### config.mk
export PLATFORM = sky130hd
export DESIGN_NAME = auto_nav_scheduler
export DESIGN_NICKNAME = d
export VERILOG_FILES = /design/src/rtl/auto_nav_scheduler.sv
export SDC_FILE = /design/constraint.sdc
export NUM_CORES = 1
export LEC_CHECK = 0
export CAP_MARGIN = 10
export CORE_ASPECT_RATIO = 1.25
export CORE_UTILIZATION = 38
export DETAILED_ROUTE_END_ITERATION = 6
export SKIP_LAST_GASP = 1
export SYNTH_ARGS = -nofsm -noshare
export SYNTH_HDL_FRONTEND = slang
export SYNTH_SLANG_ARGS = --single-unit
export TNS_END_PERCENT = 50
### constraint.sdc
create_clock -name clk -period 2.67 [get_ports clk]
set_clock_uncertainty 0.2 [all_clocks]
set_input_delay 0.801 -clock clk [delete_from_list [all_inputs] [get_ports clk]]
set_output_delay 0.801 -clock clk [all_outputs]
set_load 0.02 [all_outputs]
### src/rtl/auto_nav_scheduler.sv
// Autonomous navigation sequencer: settles on intersections, picks a direction
// by left-hand wall following, and drives the auto_turning trigger/ack handshake.
`timescale 1ns/1ps
module auto_nav_scheduler #(
  parameter int unsigned SETTLE_TIME = 5,
  parameter int unsigned ACK_TIMEOUT = 4,
  parameter int unsigned MAX_RETRY   = 3,
  parameter int unsigned EXIT_TIME   = 250
) (
  input  logic       clk,
  input  logic       rst_n,
  input  logic       enable,
  input  logic       front_detector,
  input  logic       left_detector,
  input  logic       right_detector,
  input  logic       is_turning,
  output logic       trigger_turn_left,
  output logic       trigger_turn_right,
  output logic       trigger_turn_back,
  output logic       move_forward,
  output logic       fault,
  output logic [2:0] nav_state,
  output logic [7:0] turn_count
);
  localparam int unsigned CNT_W = 16;
  localparam int unsigned TC_W  = 8;

  typedef enum logic [2:0] {
    IDLE     = 3'd0,
    CRUISE   = 3'd1,
    DECIDE   = 3'd2,
    TRIG     = 3'd3,
    WAIT_ACK = 3'd4,
    TURNING  = 3'd5,
    EXIT     = 3'd6,
    FAULT    = 3'd7
  } state_e;

  typedef enum logic [1:0] {
    DIR_LEFT  = 2'd0,
    DIR_RIGHT = 2'd1,
    DIR_BACK  = 2'd2
  } dir_e;

  state_e             state_q, state_d;
  dir_e               dir_q, dir_d;
  logic [CNT_W-1:0]   settle_cnt_q, settle_cnt_d;
  logic [CNT_W-1:0]   ack_cnt_q, ack_cnt_d;
  logic [CNT_W-1:0]   retry_cnt_q, retry_cnt_d;
  logic [CNT_W-1:0]   exit_cnt_q, exit_cnt_d;
  logic [TC_W-1:0]    turn_count_q, turn_count_d;
  logic               trig_left_q, trig_left_d;
  logic               trig_right_q, trig_right_d;
  logic               trig_back_q, trig_back_d;
  logic               move_q, move_d;
  logic               fault_q, fault_d;
  logic               intersection_c;

  assign intersection_c = !left_detector || front_detector;

  // Next-state, counters, and output decode from the next registered state
  always_comb begin
    state_d      = state_q;
    dir_d        = dir_q;
    settle_cnt_d = '0;
    ack_cnt_d    = '0;
    exit_cnt_d   = '0;
    retry_cnt_d  = retry_cnt_q;
    turn_count_d = turn_count_q;

    case (state_q)
      IDLE: if (enable) state_d = CRUISE;
      CRUISE: begin
        if (intersection_c) begin
          if (settle_cnt_q == CNT_W'(SETTLE_TIME - 1)) state_d = DECIDE;
          else settle_cnt_d = settle_cnt_q + CNT_W'(1);
        end
      end
      DECIDE: begin
        retry_cnt_d = '0;
        if (!left_detector) begin
          dir_d   = DIR_LEFT;
          state_d = TRIG;
        end else if (!front_detector) begin
          state_d = EXIT;
        end else if (!right_detector) begin
          dir_d   = DIR_RIGHT;
          state_d = TRIG;
        end else begin
          dir_d   = DIR_BACK;
          state_d = TRIG;
        end
      end
      TRIG: state_d = WAIT_ACK;
      WAIT_ACK: begin
        // An acknowledge in the timeout cycle still counts
        if (is_turning) begin
          state_d = TURNING;
        end else if (ack_cnt_q == CNT_W'(ACK_TIMEOUT - 1)) begin
          if (retry_cnt_q < CNT_W'(MAX_RETRY)) begin
            retry_cnt_d = retry_cnt_q + CNT_W'(1);
            state_d     = TRIG;
          end else begin
            state_d = FAULT;
          end
        end else begin
          ack_cnt_d = ack_cnt_q + CNT_W'(1);
        end
      end
      TURNING: begin
        if (!is_turning) begin
          turn_count_d = turn_count_q + TC_W'(1);
          state_d      = EXIT;
        end
      end
      EXIT: begin
        if (exit_cnt_q == CNT_W'(EXIT_TIME - 1)) state_d = CRUISE;
        else exit_cnt_d = exit_cnt_q + CNT_W'(1);
      end
      FAULT:   state_d = FAULT;
      default: state_d = IDLE;
    endcase

    // Leaving autonomous mode overrides every other transition
    if (!enable) begin
      state_d      = IDLE;
      settle_cnt_d = '0;
      ack_cnt_d    = '0;
      retry_cnt_d  = '0;
      exit_cnt_d   = '0;
      turn_count_d = turn_count_q;
    end

    move_d       = (state_d == CRUISE) || (state_d == EXIT);
    trig_left_d  = (state_d == TRIG) && (dir_d == DIR_LEFT);
    trig_right_d = (state_d == TRIG) && (dir_d == DIR_RIGHT);
    trig_back_d  = (state_d == TRIG) && (dir_d == DIR_BACK);
    fault_d      = (state_d == FAULT);
  end

  always_ff @(posedge clk or negedge rst_n) begin
    if (!rst_n) begin
      state_q      <= IDLE;
      dir_q        <= DIR_LEFT;
      settle_cnt_q <= '0;
      ack_cnt_q    <= '0;
      retry_cnt_q  <= '0;
      exit_cnt_q   <= '0;
      turn_count_q <= '0;
      trig_left_q  <= 1'b0;
      trig_right_q <= 1'b0;
      trig_back_q  <= 1'b0;
      move_q       <= 1'b0;
      fault_q      <= 1'b0;
    end else begin
      state_q      <= state_d;
      dir_q        <= dir_d;
      settle_cnt_q <= settle_cnt_d;
      ack_cnt_q    <= ack_cnt_d;
      retry_cnt_q  <= retry_cnt_d;
      exit_cnt_q   <= exit_cnt_d;
      turn_count_q <= turn_count_d;
      trig_left_q  <= trig_left_d;
      trig_right_q <= trig_right_d;
      trig_back_q  <= trig_back_d;
      move_q       <= move_d;
      fault_q      <= fault_d;
    end
  end

  assign trigger_turn_left  = trig_left_q;
  assign trigger_turn_right = trig_right_q;
  assign trigger_turn_back  = trig_back_q;
  assign move_forward       = move_q;
  assign fault              = fault_q;
  assign nav_state          = state_q;
  assign turn_count         = turn_count_q;

endmodule

; After elaboration in Yosys (flattened, before gate mapping)
; Cells that the tools add are included.
[classes]
n_addsub = 5
div = 0
n_shift = 0
eq_ne = 20
muxes = 31
bitwise = 1
n_reduce_logical = 10
n_mul = 0
n_lt_le_gt_ge = 1
[op_table]
columns = op, n
row1 = 16-bit 2-to-1 mux, 15
row2 = 16-bit by 1-bit adder with 16-bit output (second input constant), 4
row3 = 16-bit case mux with 2 select lines, 1
row4 = 3-bit 2-to-1 mux, 10
row5 = 3-bit case mux with 8 select lines, 1
row6 = 3-bit equality test (second input constant), 6
row7 = 16-bit by 2-bit equality test with 1-bit output (second input constant), 1
row8 = 16-bit by 3-bit equality test with 1-bit output (second input constant), 1
row9 = 16-bit by 8-bit equality test with 1-bit output (second input constant), 1
row10 = 16-bit by 2-bit less-than comparator with 1-bit output (second input constant), 1
row11 = 3-bit by 2-bit equality test with 1-bit output (second input constant), 3
row12 = 3-bit != test (second input constant), 3
row13 = 8-bit by 1-bit adder with 8-bit output (second input constant), 1
row14 = 2-bit 2-to-1 mux, 4
row15 = 3-bit by 1-bit equality test with 1-bit output (second input constant), 2
row16 = 4-bit AND reduction, 1
row17 = 1-bit logical AND, 3
row18 = 3-bit zero test, 1
row19 = 3-bit by 1-bit != test with 1-bit output (second input constant), 1
row20 = 3-bit AND reduction, 1
row21 = 2-bit by 1-bit equality test with 1-bit output (second input constant), 1
row22 = 2-bit equality test (second input constant), 1
row23 = 2-bit zero test, 1
row24 = 1-bit logical OR, 2
row25 = other kinds (2), 2
[word_totals]
mem_bits_ro = 0
ramBits = 0
ff_bits = 82
wordCells = 80
mem_count = 0
input_bits = 7
latchBits = 0

; Longest topological paths before layout
; Gate-level depths: netlist of run 1.
[depth]
word_depth = 8
mapped_depth = 8
mapped_depth_nobuf = 8

; Worst setup path before layout of run 1
; Ideal clock, no wire load.
[synth_path]
path_kind = input port to flip-flop
from = input is_turning
to = register retry_cnt_q[13]
arrival_ns = 1.892
path_slack_ns = 0.506
setup_ns = 0.072
path_stages = 6
n_path_buf = 0
path_cell_list = nor4_1 -> and4_1 -> a41o_2 -> nor3b_2 -> a41oi_1 -> nor2_1
[synth_between]
elab_chain_cells = 2
[synth_lines]
columns = item, line_no
row1 = start: declaration, 16  ; input logic is_turning,
row2 = 3-bit != test (no source line), -
row3 = 4-bit AND reduction (no source line), -
row4 = end signal: assignment, 160  ; retry_cnt_q <= retry_cnt_d;
row5 = end: declaration, 49  ; logic [CNT_W-1:0] retry_cnt_q, retry_cnt_d;
; Every way passes these cells.
; A chain may end at the register's enable or synchronous reset.

; Worst setup path in the final report of run 1
[layout_path]
from = register state_q[0] (netlist: nav_state[0])
to = output nav_state[0]
[layout_rtl]
columns = item, line_no
row1 = start: declaration, 45  ; state_e state_q, state_d;
row2 = start signal: assignment, 156  ; state_q <= state_d;
row3 = end: declaration, 22  ; output logic [2:0] nav_state,
; No word-level cell between the ends.

==> impl_results.md, run 1 <==
* Post-synth cell types at 53
* Pwr Density at roughly 540 mW/mm2
* Share of layout cells above drive strength 1 at 12.27%
* First-pass GRT wire length at ~14,000 um
* Synthesized cell area at 0.004000 mm2
* Post-CTS setup buffers at 0
* Outcome: complete, no violations
* Crit Path Category: register to output pin
* Number of gates resized after cts at 0
* Die height at around 120 um
* Largest net degree at the start of global routing at 42
* Vias in the first global route at between 2,000 and 3,000
* Ys flop type: dfrtp_1
* Internal at around 2.0 mW
* Worst EP required at between 1.5 and 2 ns
* Minimum clock period at around 2.5 ns
* Dpl cells at around 550
* Period utilisation layout at a little over nine tenths
* Critical path peak fanout at 11
* First-pass DRT Iterations at 4
* NetSw at about 530 uW
* WP buf/inv at 1
* Number of max-cap violations at 0
* Syn Nets at a little over 400
* Reg power frac at about half
* Post-synthesis cell count at ~390
* Setup repair after global routing missed its margin: false
* CTS Hold Buffers Added at 0
* Min-delay worst type: primary input to asynchronous set/reset pin
* Clock share of power at 46.8%
* Final setup fails at 0
* DR vias at about 2,900
* FP Rows at between 40 and 50
* Clock tree buffer depth at 2
* GRT Resource Usage Total at between 10% and 20%
* Crit path cell chain: clkdlybuf4s50_1
* Max-slew headroom at the worst pin at 62.77%
* Worst-margin pin slew at between 0.5 and 0.6 ns
* Root Driver: clkbuf_16
* Synth Area per Inst at 10.18 um2
* Worst setup SP type: register
* Area leader, netlist: dfrtp_1
* Worst-Skew Late Latency at around 0.33 ns
* Area Growth Syn to Fin at 19.05%
* Gate power share at 4.5%
* DRC violations left at 0
* Max-slew violation count at 0
* Crit path DAT at about 1.6 ns
* Worst VDD drop at ~0.27 mV
* Critical path's top delay family: buffers and inverters
* Gr ovfl total at 0
* Die ar. at 0.01094 mm2
* Stages on worst setup path at 1
* Iter 0 DRT Violations at 109
* Post-synth top area share at 51.30%
* Worst r2r path cells at 8
* Reg area at between 0.002 and 0.0025 mm2
* DP HPWL at 5582 um
* Critical path endpoint category: output pin
* Dpl ws at -0.1437 ns
* Commonest non-fill, non-tap cell in the layout: dfrtp_1
* Warnings from Yosys at 0
* Initial cell density of the core at approximately two fifths
* Footprint of the multi-input gates at around 0.0018 mm2
* CP max stage cell: clkdlybuf4s50_1
* IO Port Bufs at 22
* Post-synthesis register bit count at 82
* CP peak stage delay at between 0.6 and 0.7 ns
* Post-synth EDFFs at 0
* Post-synthesis sequential area ratio at 51.30%
* H-Tree Depth at 3
* Ranking of synthesized cells by area: dfrtp_1 (51%), nor2_1 (6.5%), xor2_1 (5.5%)
* Final std cells w/o fill at about 570
* Fin worst setup slack at roughly 0.12 ns
* Placer Congestion at about 0.84
* Filler cell count at 957
* Fin. Hold Viols at 0
* Fmax achieved at slightly below 400 MHz
* Ports at 23
* Ys async rst share at 100.0%
* WL final at slightly below 8000 um
* DR vias/cell at 5.109
* Clk slew on worst S/H paths at 0.06 ns
* Core Region at approximately 0.010 mm2
* Initial antenna violation count at 0
* TritonCTS Buffers at 9
* Diode count at 0
* WL per Instance at 13.82 um
* Nets at between 400 and 500
* Num Clock Sinks at 82
* Sw Share at 20.80%
* Chip width at approximately 94 um
* Number of nets with antenna violations after routing at 0
* Leakage Power at a little over 2 nW
* Commonest non-fill, non-tap cells in the layout: dfrtp_1 (82), nor2_1 (69), nand2_1 (26)
* CTS tree: built
power groups by stage:
stage | Clock [mW] | Sequential [mW] | Combinational (mW)
floorplan | 0 | 1.28 | 0.0468
global placement | 0 | 1.28 | 0.115
detailed placement | 0 | 1.28 | 0.118
CTS | 1.24 | 1.25 | 0.118
global route | 1.29 | 1.25 | 0.130
finish | 1.20 | 1.25 | 0.115
layout make-up:
cell class              instances  share of cell area [%]
clock buffers                  12                   5.176
clock inverters                 3                  0.8408
inverters                      13                   1.025
multi-input cells             289                   38.65
flip-flops and latches         82                   43.09
well taps                     129                   3.389
repair buffers                 41                   7.830
per-stage QoR:
stage               power [mW]  hold WS, ns  setup TNS (ns)  util, %  cell area (um2)
global placement         1.392       0.2712         -0.1615    44.06             4476
finish                   2.571       0.2504               0    46.88             4762
floorplan                1.323       0.2479               0        -             4000
CTS                      2.612       0.2665               0    46.88             4762
detailed placement       1.394       0.2763          -1.181    44.06             4476
global route             2.674       0.2901               0    46.88             4762
path summary, 6_finish.rpt:
kind                                 start                to  slack (ns)
min in group clk              ack_cnt_q[0]      ack_cnt_q[0]        0.28
max reg2reg                settle_cnt_q[0]      move_forward        0.36
max                           nav_state[0]      nav_state[0]        0.12
max in group asynchronous            rst_n    exit_cnt_q[13]        1.43
min                                  rst_n  settle_cnt_q[12]        0.25
min reg2reg                   ack_cnt_q[0]      ack_cnt_q[0]        0.28
Yosys cell counts, drive strengths merged, types with 2 or more instances:
library cell and instances:
buf 6, nand2 27, nor2 70, and3 20, inv 13, dfrtp 82
clkbuf 3, ha 7, a21oi 11, and4 3, xnor2 19, and2 3
mux2 3, or3 6, nor3b 4, a41oi 4, nand3b 2, o21a 4
nand2b 4, xor2 25, o21ai 8, nand4 8, nor3 10, nand3 22
nor4 12, o211a 2
state kept, by name (all words and copies together), names as in the netlist:
| signal | cells |
|---|---|
| nav_state | 3 |
| trigger_turn_back | 1 |
| dir_q | 2 |
| turn_count | 8 |
| trigger_turn_right | 1 |
| trigger_turn_left | 1 |
| ack_cnt_q | 16 |
| retry_cnt_q | 16 |
| exit_cnt_q | 16 |
| move_forward | 1 |
| fault | 1 |
| settle_cnt_q | 16 |
per-layer routing:
layer,wire [um],up-vias,GRT usage (%)
met1,3651,1412,19.57
met3,189,11,3.320
met5,0,-,0
met2,3836,36,27.25
li1,-,1448,-
met4,183,0,7.385
cells by family (layout without fill, tap and decap cells):
logic type | after synthesis | after routing | share of synthesized area [%]
and+or+nand+nor | 197 | 197 | 26.68
DFF | 82 | 82 | 51.30
xor gates and xnor gates | 44 | 44 | 9.634
AOI/OAI and AO/OA | 37 | 37 | 6.412
buffers and inverters | 22 | 69 | 2.690
adders and majority gates | 7 | 7 | 2.189
muxes | 4 | 4 | 1.095
Power figures use the tool's default switching activity.
==> run 2, diff against run 1 <==
--- a/config.mk
+++ b/config.mk
@@ -7,6 +7,7 @@
 export LEC_CHECK = 0
 export CAP_MARGIN = 10
 export CORE_ASPECT_RATIO = 1.25
+export CORE_MARGIN = 3
 export CORE_UTILIZATION = 38
 export DETAILED_ROUTE_END_ITERATION = 6
 export SKIP_LAST_GASP = 1
==> run 2 against run 1 <==
Effect of this change: critical path depth up 6; cell count is 0.18% higher; global-route usage fell by 1.1 points; sequential share of layout area up 0.10 points; utilization fell by 0.35 points; non-clock buffer count increased by 2; maximum frequency rose by 5.1%; sequential cell count unchanged; total power shrank 3.5%; worst hold slack worse by 0.041 ns; sequential power about the same; critical endpoint is now trigger_turn_back; largest cell class unchanged.
==> impl_results.md, run 2 (synthesis results as in run 1) <==
* Outcome: complete, no violations
* Clk slew on worst S/H paths at 0.06 ns (about the same)
* TritonCTS Buffers at 9 (unchanged)
* WL per Instance at 13.86 um (+0.32%)
* DR vias at 2,936 (+1.0%)
* Fin. Hold Viols at 0 (unchanged)
* Setup repair after global routing missed its margin: false
* Vias in the first global route at 2,985 (+0.27%)
* Chip width at 97.77 um (+4.3%)
* First-pass DRT Iterations at 4 (unchanged)
* Leakage Power at 2.068 nW (-0.27%)
* Number of max-cap violations at 0 (unchanged)
* Minimum clock period at 2.422 ns (-0.1244 ns)
* Max-slew headroom at the worst pin at 62.60% (-0.17 points)
* Core Region at 0.01021 mm2 (+0.51%)
* Routing usage on met1 at 19.60% (+0.027 points)
* Die height at 120.7 um (+3.4%)
* Commonest non-fill, non-tap cells in the layout: dfrtp_1 (82), nor2_1 (69), nand2_1 (26)
* Largest net degree at the start of global routing at 37 (-12%)
* Share of layout cells above drive strength 1 at 12.70% (+0.43 points)
* Area Growth Syn to Fin at 18.77%
* Die ar. at 0.01180 mm2 (+7.8%)
* Number of gates resized after cts at 0 (unchanged)
* Worst r2r path cells at 8 (unchanged)
* Worst-margin pin slew at 0.5596 ns (+0.002598 ns)
* Footprint of the multi-input gates at 0.001841 mm2 (unchanged)
* Hold_ws at 0.2090 ns (-0.04140 ns)
* Clock tree buffer depth at 2 (unchanged)
* H-Tree Depth at 3 (unchanged)
* Max-slew violation count at 0 (unchanged)
* Worst VDD drop at 0.2699 mV (-1.7%)
* Crit path cell chain: clkdlybuf4s50_1 > nor2b_1 > nor3_1 > and2b_2 > o41a_1 > nand3b_2 > nor3b_1
* Commonest non-fill, non-tap cell in the layout: dfrtp_1
* Min-delay worst type: primary input to asynchronous set/reset pin
* Diode count at 0 (unchanged)
* CP peak stage delay at 0.48 ns (-0.19 ns)
* Dpl ws at -0.1026 ns (+0.04110 ns)
* Critical path endpoint category: register
* Fin worst setup slack at 0.2478 ns (+0.1244 ns)
* Iter 0 DRT Violations at 105 (-3.7%)
* Crit path DAT at 2.44 ns (+0.89 ns)
* First-pass GRT wire length at 14,230 um (+4.2%)
* IO Port Bufs at 22 (unchanged)
* Worst setup SP type: primary input
* WP buf/inv at 1 (unchanged)
* Gr ovfl total at 0 (unchanged)
* Root Driver: clkbuf_16
* Reg area at 0.002052 mm2 (unchanged)
* DR vias/cell at 5.151 (+0.82%)
* CTS Hold Buffers Added at 0 (unchanged)
* Final setup fails at 0 (unchanged)
* FP Rows at 41 (unchanged)
* Initial cell density of the core at 39.18% (-0.20 points)
* CP max stage cell: clkdlybuf4s50_1
* Worst R2R Start: settle_cnt_q[0]
* Nets at 452 (+0.44%)
* DRC violations left at 0 (unchanged)
* Pwr Density at 522.4 mW/mm2 (-3.3%)
* GRT Resource Usage Total at 14.99% (-1.1 points)
* Fmax achieved at 412.9 MHz (+5.1%)
* GR Util met3 at 3.116% (-0.20 points)
* Met2 usage at 24.27% (-3.0 points)
* Worst-Skew Late Latency at 0.34 ns (about the same)
* Number of nets with antenna violations after routing at 0 (unchanged)
* Critical path peak fanout at 3 (-8)
* Post-layout instance area at 0.004751 mm2 (-0.24%)
* Util after Layout at 46.54% (-0.35 points)
* Reg2reg end: move_forward
* Area after DPL at 0.004491 mm2 (+0.34%)
* Num Clock Sinks at 82 (unchanged)
* Ports at 23 (unchanged)
* WL final at 7900 um (+0.50%)
* Critical path's top delay family: simple AND/OR/NAND/NOR gates
* Crit Path Category: primary input to register
* Period utilisation layout at 90.72% (-4.7 points)
* CTS tree: built
* Setup TNS at 0 ns (unchanged)
* Initial antenna violation count at 0 (unchanged)
* Reg-to-reg setup timing slack at 0.32 ns (-0.04 ns)
* Busiest grt layer: met2
* DP HPWL at 5678 um (+1.7%)
* Filler cell count at 972 (+1.6%)
* Post-CTS setup buffers at 0 (unchanged)
* Worst EP required at 2.68 ns (+1.01 ns)
* Placer Congestion at 0.8607 (+3.0%)
## run 2: cell count changes in the layout (fill, tap and decap cells not counted)
cell	before	now
buf_4	19	21
bufinv_16	1	0
clkinvlp_4	0	1
clkbuf_1	2	1
## run 2: power breakdown
part	leakage [nW]	switching [mW]	internal [mW]
clock	0.127	0.468	0.641
sequential	1.13	0.00321	1.25
combinational	0.809	0.0732	0.0492
total	2.07	0.544	1.94
## run 2: worst register-to-register path: cells and delay by family, from the launching register on
kind | cells | cell delay, ns
and+or+nand+nor | 3 | 0.71
adders and majority gates | 1 | 0.16
DFF | 1 | 0.41
AOI/OAI and AO/OA | 3 | 0.68
buffers and inverters | 1 | 0.10
## run 2: layer usage
| layer | up-vias | share of wire [%] |
|---|---|---|
| li1 | 1453 | - |
| met1 | 1420 | 48 |
| met2 | 50 | 47 |
| met3 | 13 | 3.2 |
| met4 | 0 | 2.0 |
| met5 | - | 0 |
## run 2: stage by stage
| step | instances | power [mW] |
|---|---|---|
| floorplan | 393 | 1.323 |
| global placement | 556 | 1.397 |
| detailed placement | 556 | 1.399 |
| CTS | 570 | 2.520 |
| global route | 570 | 2.593 |
| finish | 570 | 2.482 |
## run 2: worst max-delay path by stage
stage                                from                 to  depth (start not counted)
after global routing      settle_cnt_q[0]       move_forward                          8
after floorplan                is_turning    retry_cnt_q[13]                          6
after detailed placement       is_turning    retry_cnt_q[13]                          7
final                       left_detector  trigger_turn_back                          7
after global placement         is_turning    retry_cnt_q[13]                          7
after CTS                      is_turning    retry_cnt_q[13]                          7
## run 2: layout make-up
| type | count | area share (%) |
|---|---|---|
| sequential | 82 | 43.19 |
| multi-input combinational | 289 | 38.74 |
| timing repair buffer | 43 | 8.164 |
| clock buffer | 11 | 5.109 |
| tap | 129 | 3.397 |
| inverter | 13 | 1.027 |
| clock inverter | 3 | 0.3687 |
==> run 3, diff against run 2 <==
--- a/config.mk
+++ b/config.mk
@@ -11,6 +11,7 @@
 export CORE_UTILIZATION = 38
 export DETAILED_ROUTE_END_ITERATION = 6
 export SKIP_LAST_GASP = 1
+export SLEW_MARGIN = 20
 export SYNTH_ARGS = -nofsm -noshare
 export SYNTH_HDL_FRONTEND = slang
 export SYNTH_SLANG_ARGS = --single-unit
==> results of run 3 <==
The final DEF is identical to that of run 2; final timing and power are the same.
